## src/rtl/alu_exec_pkg.sv

```systemverilog
// Shared constants for the execute stage: ALU opcodes and default widths.
// Latency: n/a (constants only).
// Backpressure: n/a.
package alu_exec_pkg;

  // ALU function select encodings; 3'b100..3'b111 are reserved and yield zero
  localparam logic [2:0] ALU_FWD = 3'b000;
  localparam logic [2:0] ALU_ADD = 3'b001;
  localparam logic [2:0] ALU_AND = 3'b010;
  localparam logic [2:0] ALU_OR  = 3'b011;

  // Default datapath / program-counter geometry
  localparam int DEF_DATA_W  = 8;
  localparam int DEF_PC_W    = 32;
  localparam int DEF_PC_STEP = 4;

endpackage

```

## src/rtl/alu_exec_stage_alu_core.sv

```systemverilog
// ALU core: FORWARD/ADD/AND/OR on two operands plus a result-is-zero flag.
// Latency: combinational (ALU_DELAY_EN adds sim-only #1 logic / #2 add delays).
// Backpressure: none; output follows inputs.
module alu_core
  import alu_exec_pkg::*;
#(
  parameter int DATA_W = DEF_DATA_W
) (
  input  logic [DATA_W-1:0] i_a,
  input  logic [DATA_W-1:0] i_b,
  input  logic [2:0]        i_aluop,
  output logic [DATA_W-1:0] o_result,
  output logic              o_zero
);

  logic [DATA_W-1:0] w_fwd;
  logic [DATA_W-1:0] w_add;
  logic [DATA_W-1:0] w_and;
  logic [DATA_W-1:0] w_or;
  logic [DATA_W-1:0] w_result;

  // Per-function results; the adder is modelled slower than the logic ops
`ifdef ALU_DELAY_EN
  assign #1 w_fwd = i_b;
  assign #2 w_add = i_a + i_b;
  assign #1 w_and = i_a & i_b;
  assign #1 w_or  = i_a | i_b;
`else
  assign w_fwd = i_b;
  assign w_add = i_a + i_b;
  assign w_and = i_a & i_b;
  assign w_or  = i_a | i_b;
`endif

  // Function select; reserved opcodes deliberately produce zero
  always_comb begin
    w_result = '0;
    case (i_aluop)
      ALU_FWD: w_result = w_fwd;
      ALU_ADD: w_result = w_add;
      ALU_AND: w_result = w_and;
      ALU_OR:  w_result = w_or;
      default: w_result = '0;
    endcase
  end

  assign o_result = w_result;
  assign o_zero   = (w_result == '0);

endmodule

```

## src/rtl/alu_exec_stage.sv

```systemverilog
// Execute stage: operand B select, ALU, writeback select, next-PC select and PC register.
// Latency: all outputs combinational except PC, which registers PCNEXT one cycle later.
// Backpressure: BUSYWAIT high freezes PC indefinitely. Optional macro: ALU_DELAY_EN.
module alu_exec_stage
  import alu_exec_pkg::*;
#(
  parameter int DATA_W  = DEF_DATA_W,
  parameter int PC_W    = DEF_PC_W,
  parameter int PC_STEP = DEF_PC_STEP
) (
  input  logic              CLK,
  input  logic              RESET,
  input  logic              BUSYWAIT,
  input  logic [DATA_W-1:0] REGOUT1,
  input  logic [DATA_W-1:0] REGOUT2,
  input  logic [DATA_W-1:0] IMMEDIATE,
  input  logic              NEGSELECT,
  input  logic              IMSELECT,
  input  logic [2:0]        ALUOP,
  input  logic              DATA_MEM_SELECT,
  input  logic [DATA_W-1:0] READDATA,
  input  logic              JUMPSELECT,
  input  logic              BEQSELECT,
  input  logic [7:0]        OFFSET,
  output logic [DATA_W-1:0] ALURESULT,
  output logic              ZERO,
  output logic [DATA_W-1:0] WRITEBACK,
  output logic [PC_W-1:0]   PCNEXT,
  output logic [PC_W-1:0]   PC
);

  logic [DATA_W-1:0] w_regout2_neg;
  logic [DATA_W-1:0] w_opb;
  logic [DATA_W-1:0] w_aluresult;
  logic              w_zero;
  logic [PC_W-1:0]   w_pcplus;
  logic [PC_W-1:0]   w_offset_ext;
  logic [PC_W-1:0]   w_target;
  logic              w_take;
  logic [PC_W-1:0]   r_pc;

  // Operand B: immediate wins over negation; negation is two's complement
  assign w_regout2_neg = ~REGOUT2 + 1'b1;
  assign w_opb = IMSELECT  ? IMMEDIATE     :
                 NEGSELECT ? w_regout2_neg : REGOUT2;

  alu_core #(
    .DATA_W (DATA_W)
  ) u_alu_core (
    .i_a      (REGOUT1),
    .i_b      (w_opb),
    .i_aluop  (ALUOP),
    .o_result (w_aluresult),
    .o_zero   (w_zero)
  );

  assign ALURESULT = w_aluresult;
  assign ZERO      = w_zero;
  assign WRITEBACK = DATA_MEM_SELECT ? READDATA : w_aluresult;

  // Offset is a signed word count: sign-extend then scale to bytes
  assign w_offset_ext = {{(PC_W-10){OFFSET[7]}}, OFFSET, 2'b00};
  assign w_pcplus     = r_pc + PC_W'(PC_STEP);
  assign w_target     = w_pcplus + w_offset_ext;
  // A jump is unconditional, so it overrides the branch condition
  assign w_take       = JUMPSELECT | (BEQSELECT & w_zero);
  assign PCNEXT       = w_take ? w_target : w_pcplus;
  assign PC           = r_pc;

  // PC register: async clear, advance only when memory is not stalling
  always_ff @(posedge CLK or negedge RESET) begin
    if (!RESET) begin
`ifdef ALU_DELAY_EN
      r_pc <= #1 '0;
`else
      r_pc <= '0;
`endif
    end else if (!BUSYWAIT) begin
`ifdef ALU_DELAY_EN
      r_pc <= #1 PCNEXT;
`else
      r_pc <= PCNEXT;
`endif
    end
  end

endmodule

```

## config.mk

```make
export PLATFORM = sky130hd
export DESIGN_NAME = alu_exec_stage
export DESIGN_NICKNAME = d
export VERILOG_FILES = /design/src/rtl/alu_exec_pkg.sv /design/src/rtl/alu_exec_stage_alu_core.sv /design/src/rtl/alu_exec_stage.sv
export SDC_FILE = /design/constraint.sdc
export NUM_CORES = 1
export LEC_CHECK = 0
export CAP_MARGIN = 20
export CORE_MARGIN = 2
export CORE_UTILIZATION = 25
export CTS_BUF_LIST = sky130_fd_sc_hd__clkbuf_2 sky130_fd_sc_hd__clkbuf_4 sky130_fd_sc_hd__clkbuf_8
export CTS_CLUSTER_SIZE = 8
export DETAILED_ROUTE_END_ITERATION = 8
export PLACE_DENSITY = 0.56
export SYNTH_ARGS = -nofsm -noshare
export SYNTH_HDL_FRONTEND = slang
export SYNTH_SLANG_ARGS = --single-unit
```

## constraint.sdc

```tcl
create_clock -name CLK -period 18.7 [get_ports CLK]
set_input_delay 4.675 -clock CLK [delete_from_list [all_inputs] [get_ports CLK]]
set_output_delay 4.675 -clock CLK [all_outputs]
set_load 0.1 [all_outputs]
```

==> results.json, run 1 <==
{
  "clk_pin_slew_ps": 70,
  "rsz0062_at_grt": "no",
  "ff2ff_path_depth": 14,
  "grtUsageTotal_pct": 14.9,
  "clockBufferDepth": 2,
  "antenna_cells": 0,
  "synth.distinct_cells": 77,
  "grt_pass1_wl_um": 26900,
  "fin_worst_skew_ps": 11.3,
  "setup-tns-final_ps": 0,
  "drv_slew": 0,
  "rrSetupSlack_ps": 13910,
  "grt_max_degree": 45,
  "die_h_um": 150,
  "port_buffers": 127,
  "fin_crit_ps": 15020,
  "gp_congestion": 0.858,
  "post_drt_wl_per_cell_um": 16.1,
  "r2r-end": "PC[25]",
  "start_util_pct": 25.4,
  "antenna_found_initial": 0,
  "num_rows": 53,
  "cts-resized-gates": 0,
  "clock-sinks": 30,
  "dr.pass1.iters": 5,
  "die_x_um": 150,
  "worstMarginPinSlew_ps": 1040,
  "postSynth.asyncResetShare_pct": 100,
  "maxSlewHeadroom_pct": 30.6,
  "gr-total-overflow": 0,
  "htree_levels": 2,
  "critPathMaxFanout": 44,
  "yosysTopAreaCell": "dfrtp_1",
  "r2r-start": "PC[4]",
  "clock.fmax_mhz": 66.6,
  "die-area_sq_um": 22500,
  "yosysSeqAreaShare_pct": 14.1,
  "start_kind": "input pin",
  "io-pin-count": 132,
  "synth_area_sq_um": 5330,
  "status": "completed",
  "cts_root_buffer": "clkbuf_8",
  "finalSetupViolations": 0,
  "final_nets": 898,
  "drive_gt1_share_pct": 8.52,
  "drtIter0Drc": 350,
  "finalCritPeriodShare_pct": 80.3,
  "fin_util_pct": 33.2,
  "cts_buffers": 5,
  "synth_edf_count": 0,
  "dp_hpwl_um": 13500,
  "clock_latency_ps": 300,
  "cp.required_ps": 14030,
  "drc": 0,
  "synthCells": 691,
  "core_area_sq_um": 21000,
  "grt_pass1_vias": 5078,
  "ys_top_cells_by_area": "dfrtp_1 14%, ha_1 11%, xnor2_1 5.3%",
  "tritoncts": "done",
  "synth_ff_type": "dfrtp_1",
  "fill_cells": 2245,
  "max_cap_violations": 0,
  "yosys_warnings": 0,
  "ys_ff_latch": 30,
  "final_common_cell": "clkdlybuf4s50_1",
  "hold_viol_final": 0,
  "endpoint_kind": "primary output",
  "avgSynthCellArea_sq_um": 7.71,
  "hold-path-endpoint": "PC[17]",
  "cts_setup_buffers": 0,
  "worstPathArrival_ps": 10350,
  "crit_type": "in2out",
  "largest_register_ffs": 30,
  "synthToLayoutAreaGrowth_pct": 30.5,
  "totalWireLength_um": 17300,
  "min_from": "PC[17]",
  "mostFrequentLayoutCells": "127 x clkdlybuf4s50_1, 70 x nand2_1, 51 x nor2_1",
  "vias_per_cell": 5.13,
  "hold_path_class": "reg2reg",
  "holdBufCountCts": 0,
  "holdPathStages": 1,
  "synth_top_area_share_pct": 14.1,
  "postRouteAntennaNets": 0,
  "vias": 5508
}
metal layers:
layer  up-vias  global-route usage [%]  wire length (um)
met5         -                       0                 0
met4         0                    4.43               351
met3        18                    1.86               827
met2       131                    24.6              7940
met1      2598                    20.4              8180
li1       2761                       -                 -
cell usage after synthesis (all sizes together), types with 15 or more instances:
library cell and instances:
ha 47, xnor2 32, clkbuf 26, xor2 19, a21oi 34, mux2 37
a211oi 15, nor2 51, nor3 21, o21ai 41, nand2 70, inv 45
dfrtp 30, nand3 21
how the worst max path moves through the flow:
stage,from,end,slack (ps)
detailed placement,REGOUT2[0],PCNEXT[2],3650
floorplan,REGOUT2[0],PCNEXT[2],1850
global route,REGOUT2[0],PCNEXT[16],3300
CTS,REGOUT2[0],PCNEXT[2],3640
global placement,REGOUT2[1],PCNEXT[2],3730
finish,REGOUT2[0],PCNEXT[31],3680
critical path, stage by stage:
cell	delay (ps)
clkdlybuf4s50_1	470
inv_1	80
ha_1	210
or3b_1	370
and3b_1	200
or2_2	270
mux2_2	270
inv_1	60
ha_1	280
a21o_1	210
or3_1	320
o21ai_0	180
a211oi_1	110
o311a_1	410
a41oi_4	220
buf_4	420
nor3_1	150
a21oi_1	230
clkdlybuf4s50_1	1170
cell type report:
type | count | area (sq um) | area share (%)
Multi-Input combinational cell | 580 | 4250 | 61.2
Timing Repair Buffer | 134 | 1340 | 19.3
Sequential cell | 30 | 751 | 10.8
Tap cell | 275 | 344 | 4.95
Inverter | 47 | 176 | 2.54
Clock buffer | 7 | 83.8 | 1.21
metrics by stage:
| step | instance area, sq um | std cells | hold WS [ps] | setup WS, ps |
|---|---|---|---|---|
| 2_1_floorplan | 5340 | 694 | 1010 | 1850 |
| 3_3_place_gp | 6830 | 1064 | 565 | 3730 |
| 3_5_place_dp | 6830 | 1064 | 568 | 3650 |
| 4_1_cts | 6910 | 1071 | 592 | 3640 |
| 5_1_grt | 6950 | 1073 | 617 | 3300 |
| 6_report | 6950 | 1073 | 587 | 3680 |
cell families (layout without fill, tap and decap cells):
group                    Yosys count  in the layout  synth area share (%)
XOR/XNOR                          52             52                  8.81
buffers and inverters             84            188                  6.53
other                              1              4                0.0704
flip-flops                        30             30                  14.1
AND/OR/NAND/NOR                  242            242                  22.9
adder cells (fa/ha/maj)           49             49                  11.8
AO/OA/AOI/OAI                    185            185                  24.3
multiplexers                      48             48                  11.5
Power of run 1 is not shown: default switching activity piles up to over one toggle a cycle in this logic, so the estimate is an artifact.
==> run 2, diff against run 1 <==
Clock period 18.7 ns to 14.64 ns, I/O delays scaled along.
==> results.json, run 2 (synthesized netlist as in run 1, its figures left out) <==
{
  "fin_crit_ps": 13200,
  "worstPathArrival_ps": 9540,
  "die_x_um": 150,
  "cts-resized-gates": 0,
  "fin_util_pct": 33.1,
  "clock_latency_ps": 290,
  "antenna_found_initial": 0,
  "endpoint_kind": "primary output",
  "dp_hpwl_um": 13500,
  "r2r-start": "PC[4]",
  "post_drt_wl_per_cell_um": 16.2,
  "die-area_sq_um": 22500,
  "final_nets": 898,
  "io-pin-count": 132,
  "holdBufCountCts": 0,
  "postRouteAntennaNets": 0,
  "start_util_pct": 25.4,
  "hold-path-endpoint": "PC[7]",
  "grt_pass1_wl_um": 26900,
  "totalWireLength_um": 17400,
  "largest_register_ffs": 30,
  "grtUsageTotal_pct": 14.9,
  "htree_levels": 2,
  "dp_slack_ps": 1440,
  "crit_type": "in2out",
  "min_from": "PC[7]",
  "holdPathStages": 1,
  "ff2ff_path_depth": 13,
  "max_cap_violations": 0,
  "finalSetupViolations": 0,
  "finalCritPeriodShare_pct": 90.1,
  "grt_pass1_vias": 5115,
  "crit_start": "REGOUT2[0]",
  "cp.required_ps": 10980,
  "drc": 0,
  "core_area_sq_um": 21000,
  "clk_pin_slew_ps": 70,
  "die_h_um": 150,
  "fin_ws_ps": 1440,
  "drv_slew": 0,
  "drtIter0Drc": 263,
  "port_buffers": 127,
  "hold_viol_final": 0,
  "cts_setup_buffers": 0,
  "gr-total-overflow": 0,
  "clock.fmax_mhz": 75.8,
  "antenna_cells": 0,
  "gp_congestion": 0.838,
  "vias": 5450,
  "maxSlewHeadroom_pct": 30.0,
  "synthToLayoutAreaGrowth_pct": 30.3,
  "mostFrequentLayoutCells": "127 x clkdlybuf4s50_1, 70 x nand2_1, 51 x nor2_1",
  "vias_per_cell": 5.08,
  "rrSetupSlack_ps": 9930,
  "finalInstanceArea_sq_um": 6940,
  "hold_path_class": "reg2reg",
  "fill_cells": 2258,
  "clock-sinks": 30,
  "final_common_cell": "clkdlybuf4s50_1",
  "setup-tns-final_ps": 0,
  "tritoncts": "done",
  "drive_gt1_share_pct": 8.65,
  "rsz0062_at_grt": "no",
  "clockBufferDepth": 2,
  "cts_buffers": 5,
  "start_kind": "input pin",
  "dr.pass1.iters": 4,
  "r2r-end": "PC[25]",
  "status": "completed",
  "grt_max_degree": 35,
  "placed_cell_area_sq_um": 6830,
  "cts_root_buffer": "clkbuf_8",
  "num_rows": 53,
  "critPathMaxFanout": 24,
  "worstMarginPinSlew_ps": 1050,
  "fin_worst_skew_ps": 7.78
}
## run 2: cell count changes in the layout (fill, tap and decap cells not counted)
cell      previous run  this run
a211oi_1            13        12
buf_8                0         1
a211oi_2             2         3
buf_16               1         0
## run 2: worst max-delay path by stage
stage	to	slack (ps)	cells past startpoint
floorplan	PCNEXT[2]	320	14
global placement	PCNEXT[24]	1560	19
detailed placement	PCNEXT[25]	1440	19
CTS	PCNEXT[25]	1430	19
global route	PCNEXT[25]	1130	19
finish	PCNEXT[25]	1440	19
## run 2: layer usage
layer	part of all wire (%)	track usage (%)	wire length [um]
met5	0	0	0
met4	1.5	3.16	257
met3	4.6	2.16	796
met2	45	24.7	7870
met1	49	20.5	8430
## run 2: worst max-delay path, cell delays in order
cell             delay, ps
clkdlybuf4s50_1        480
inv_1                   90
ha_1                   200
or3b_1                 380
and3b_1                200
or2_2                  270
mux2_2                 280
inv_1                   60
ha_1                   280
a21o_1                 220
or3_1                  320
o21ai_0                170
a211oi_1               110
o311a_1                410
a41oi_4                740
buf_4                  360
nand2_1                 70
o21ai_0                 80
clkdlybuf4s50_1       1150
## run 2: final cells by class
type                    instances  area, sq um  area share (%)
repair buffers                134         1330            19.2
multi-input cells             580         4250            61.3
flip-flops and latches         30          751            10.8
well taps                     275          344            4.96
clock buffers                   7         83.8            1.21
inverters                      47          176            2.54
## run 2: stage by stage
| step | instances | hold slack [ps] |
|---|---|---|
| after floorplan | 694 | 1010 |
| after global placement | 1064 | 558 |
| after detailed placement | 1064 | 560 |
| after CTS | 1071 | 577 |
| after global routing | 1073 | 603 |
| final | 1073 | 576 |
Power of run 2 is left out for the same reason.
==> run 3, diff against run 2 <==
Settings changed: ABC_AREA from default to 1, REMOVE_ABC_BUFFERS from default to 1, SKIP_CTS_REPAIR_TIMING from default to 1.
==> results.json, run 3 <==
{
  "port_buffers": 127,
  "num_rows": 53,
  "core_area_sq_um": 21200,
  "mostFrequentLayoutCells": "241 x nand2_1, 127 x inv_1, 127 x clkdlybuf4s50_1",
  "max_cap_violations": 0,
  "setup-tns-final_ps": 0,
  "cp_top_family": "simple AND/OR/NAND/NOR gates",
  "final_nets": 1119,
  "post_drt_wl_per_cell_um": 13.8,
  "synthToLayoutAreaGrowth_pct": 29.7,
  "grt_pass1_wl_um": 29100,
  "vias_per_cell": 4.70,
  "critPathMaxFanout": 31,
  "gr-total-overflow": 0,
  "finalSetupViolations": 0,
  "dp_cells": 1287,
  "fin_worst_skew_ps": 10.7,
  "largest_register_ffs": 30,
  "antenna_cells": 0,
  "status": "completed",
  "synth_commonest_cells": "241 x nand2_1, 127 x inv_1, 104 x nand3_1",
  "antenna_found_initial": 0,
  "finalCritPeriodShare_pct": 84.1,
  "synth_ff_type": "dfrtp_1",
  "worstMarginPinSlew_ps": 1050,
  "clockBufferDepth": 2,
  "hold_path_class": "reg2reg",
  "htree_levels": 2,
  "totalWireLength_um": 17900,
  "layout.cells.non_filler": 1295,
  "path_cells": "clkdlybuf4s50_1 > inv_1 > ha_1 > nand3_1 > nand3_1 > nand3_1 > o21ai_0 > ha_1 > nand2_1 > inv_1 > nand4_1 > nand3_1 > nand2_1 > nand3_1 > nand3_1 > nor2_2 > nand4_4 > nand2_2 > nand2_1 > nand2_2 > clkdlybuf4s50_1",
  "die_h_um": 151,
  "cts_root_buffer": "clkbuf_8",
  "tritoncts": "done",
  "slowest_stage": "clkdlybuf4s50_1",
  "drtIter0Drc": 337,
  "die_x_um": 151,
  "final_common_cell": "nand2_1",
  "synth_top_area_share_pct": 16.6,
  "ys_top_cells_by_area": "nand2_1 17%, dfrtp_1 14%, ha_1 11%",
  "yosys_warnings": 0,
  "drive_gt1_share_pct": 4.90,
  "clock.fmax_mhz": 81.3,
  "start_util_pct": 25.7,
  "hold_viol_final": 0,
  "ys_ff_latch": 30,
  "yosysTopAreaCell": "nand2_1",
  "io-pin-count": 132,
  "drc": 0,
  "synth_edf_count": 0,
  "clk_pin_slew_ps": 70,
  "dr.pass1.iters": 5,
  "rsz0062_at_grt": "no",
  "cts_buffers": 5,
  "vias": 6083,
  "crit_top_cell": "nand3_1",
  "clock-sinks": 30,
  "die-area_sq_um": 22900,
  "grt_max_degree": 32,
  "fin_crit_ps": 12310,
  "gp_congestion": 0.914,
  "max_stage_delay_ps": 1140,
  "endpoint_kind": "primary output",
  "grt_pass1_vias": 5924,
  "postSynth.asyncResetShare_pct": 100,
  "path_buf_inv": 4,
  "maxSlewHeadroom_pct": 29.7,
  "worstPathArrival_ps": 8650,
  "yosysSeqAreaShare_pct": 13.8,
  "synth.distinct_cells": 50,
  "fin_util_pct": 33.3,
  "crit_type": "in2out",
  "start_kind": "input pin",
  "synth_area_sq_um": 5440,
  "cp.required_ps": 10980,
  "drv_slew": 0,
  "postRouteAntennaNets": 0,
  "grtUsageTotal_pct": 15.6,
  "avgSynthCellArea_sq_um": 6.03,
  "dp_hpwl_um": 15200,
  "synthCells": 902,
  "synth.most_common_cell": "nand2_1",
  "clock_latency_ps": 300
}
==> run 3: layout make-up <==
type                    instances  area (sq um)
clock buffers                   7          90.1
repair buffers                129          1310
inverters                     134           503
fillers                      2332         14100
multi-input cells             719          4060
clock inverters                 1          5.00
flip-flops and latches         30           751
well taps                     275           344
==> run 3: cells by family (layout without fill, tap and decap cells) <==
kind of cell / after synthesis / after routing / share of synthesized area, %
compound gates: 105 / 105 / 11.1
xor+xnor: 45 / 45 / 7.25
fa+ha+maj: 49 / 49 / 11.6
buf+inv: 156 / 271 / 11.8
flops: 30 / 30 / 13.8
other cells: 1 / 4 / 0.0690
simple gates: 516 / 516 / 44.4
==> run 3: final timing paths <==
kind	start	endpoint	slack (ps)	cells after the start
hold reg to reg	PC[30]	PC[30]	580	2
hold / removal	PC[30]	PC[30]	580	2
setup / recovery	REGOUT2[0]	PCNEXT[9]	2330	21
max in group asynchronous	RESET	PC[24]	10600	2
min in group asynchronous	RESET	PC[4]	3750	2
setup reg to reg	PC[2]	PC[31]	10460	21
==> run 3: layer usage <==
| layer | wire [um] | track usage [%] | vias up |
|---|---|---|---|
| li1 | - | - | 3164 |
| met1 | 8540 | 21.1 | 2758 |
| met2 | 8310 | 26.9 | 140 |
| met3 | 748 | 1.50 | 21 |
| met4 | 280 | 3.60 | 0 |
| met5 | 0 | 0 | - |
==> run 3: through the flow <==
step | instance area [sq um] | hold slack [ps] | setup WS, ps
2_1_floorplan | 5310 | 977 | 3210
3_3_place_gp | 6930 | 544 | 2340
3_5_place_dp | 6960 | 550 | 2340
4_1_cts | 7050 | 566 | 2330
5_1_grt | 7050 | 594 | 1840
6_report | 7050 | 575 | 2330
==> run 3: worst register-to-register path, cell delays in order, from the launching register on <==
cell and delay (ps):
dfrtp_1 520, ha_1 240, nand2_1 80, nor2_2 140
nand3_2 150, nor2_4 150, nand3_4 120, nor2_1 290
nand4_1 150, xor2_1 290, inv_1 100, ha_1 350
a21oi_1 290, o21ai_0 160, a211oi_1 280, o21ai_0 240
nor2_1 150, nand3_1 70, nand2_1 80, nand2_1 60
nand3_1 110, nand2_1 70
Power of run 3 is left out for the same reason.
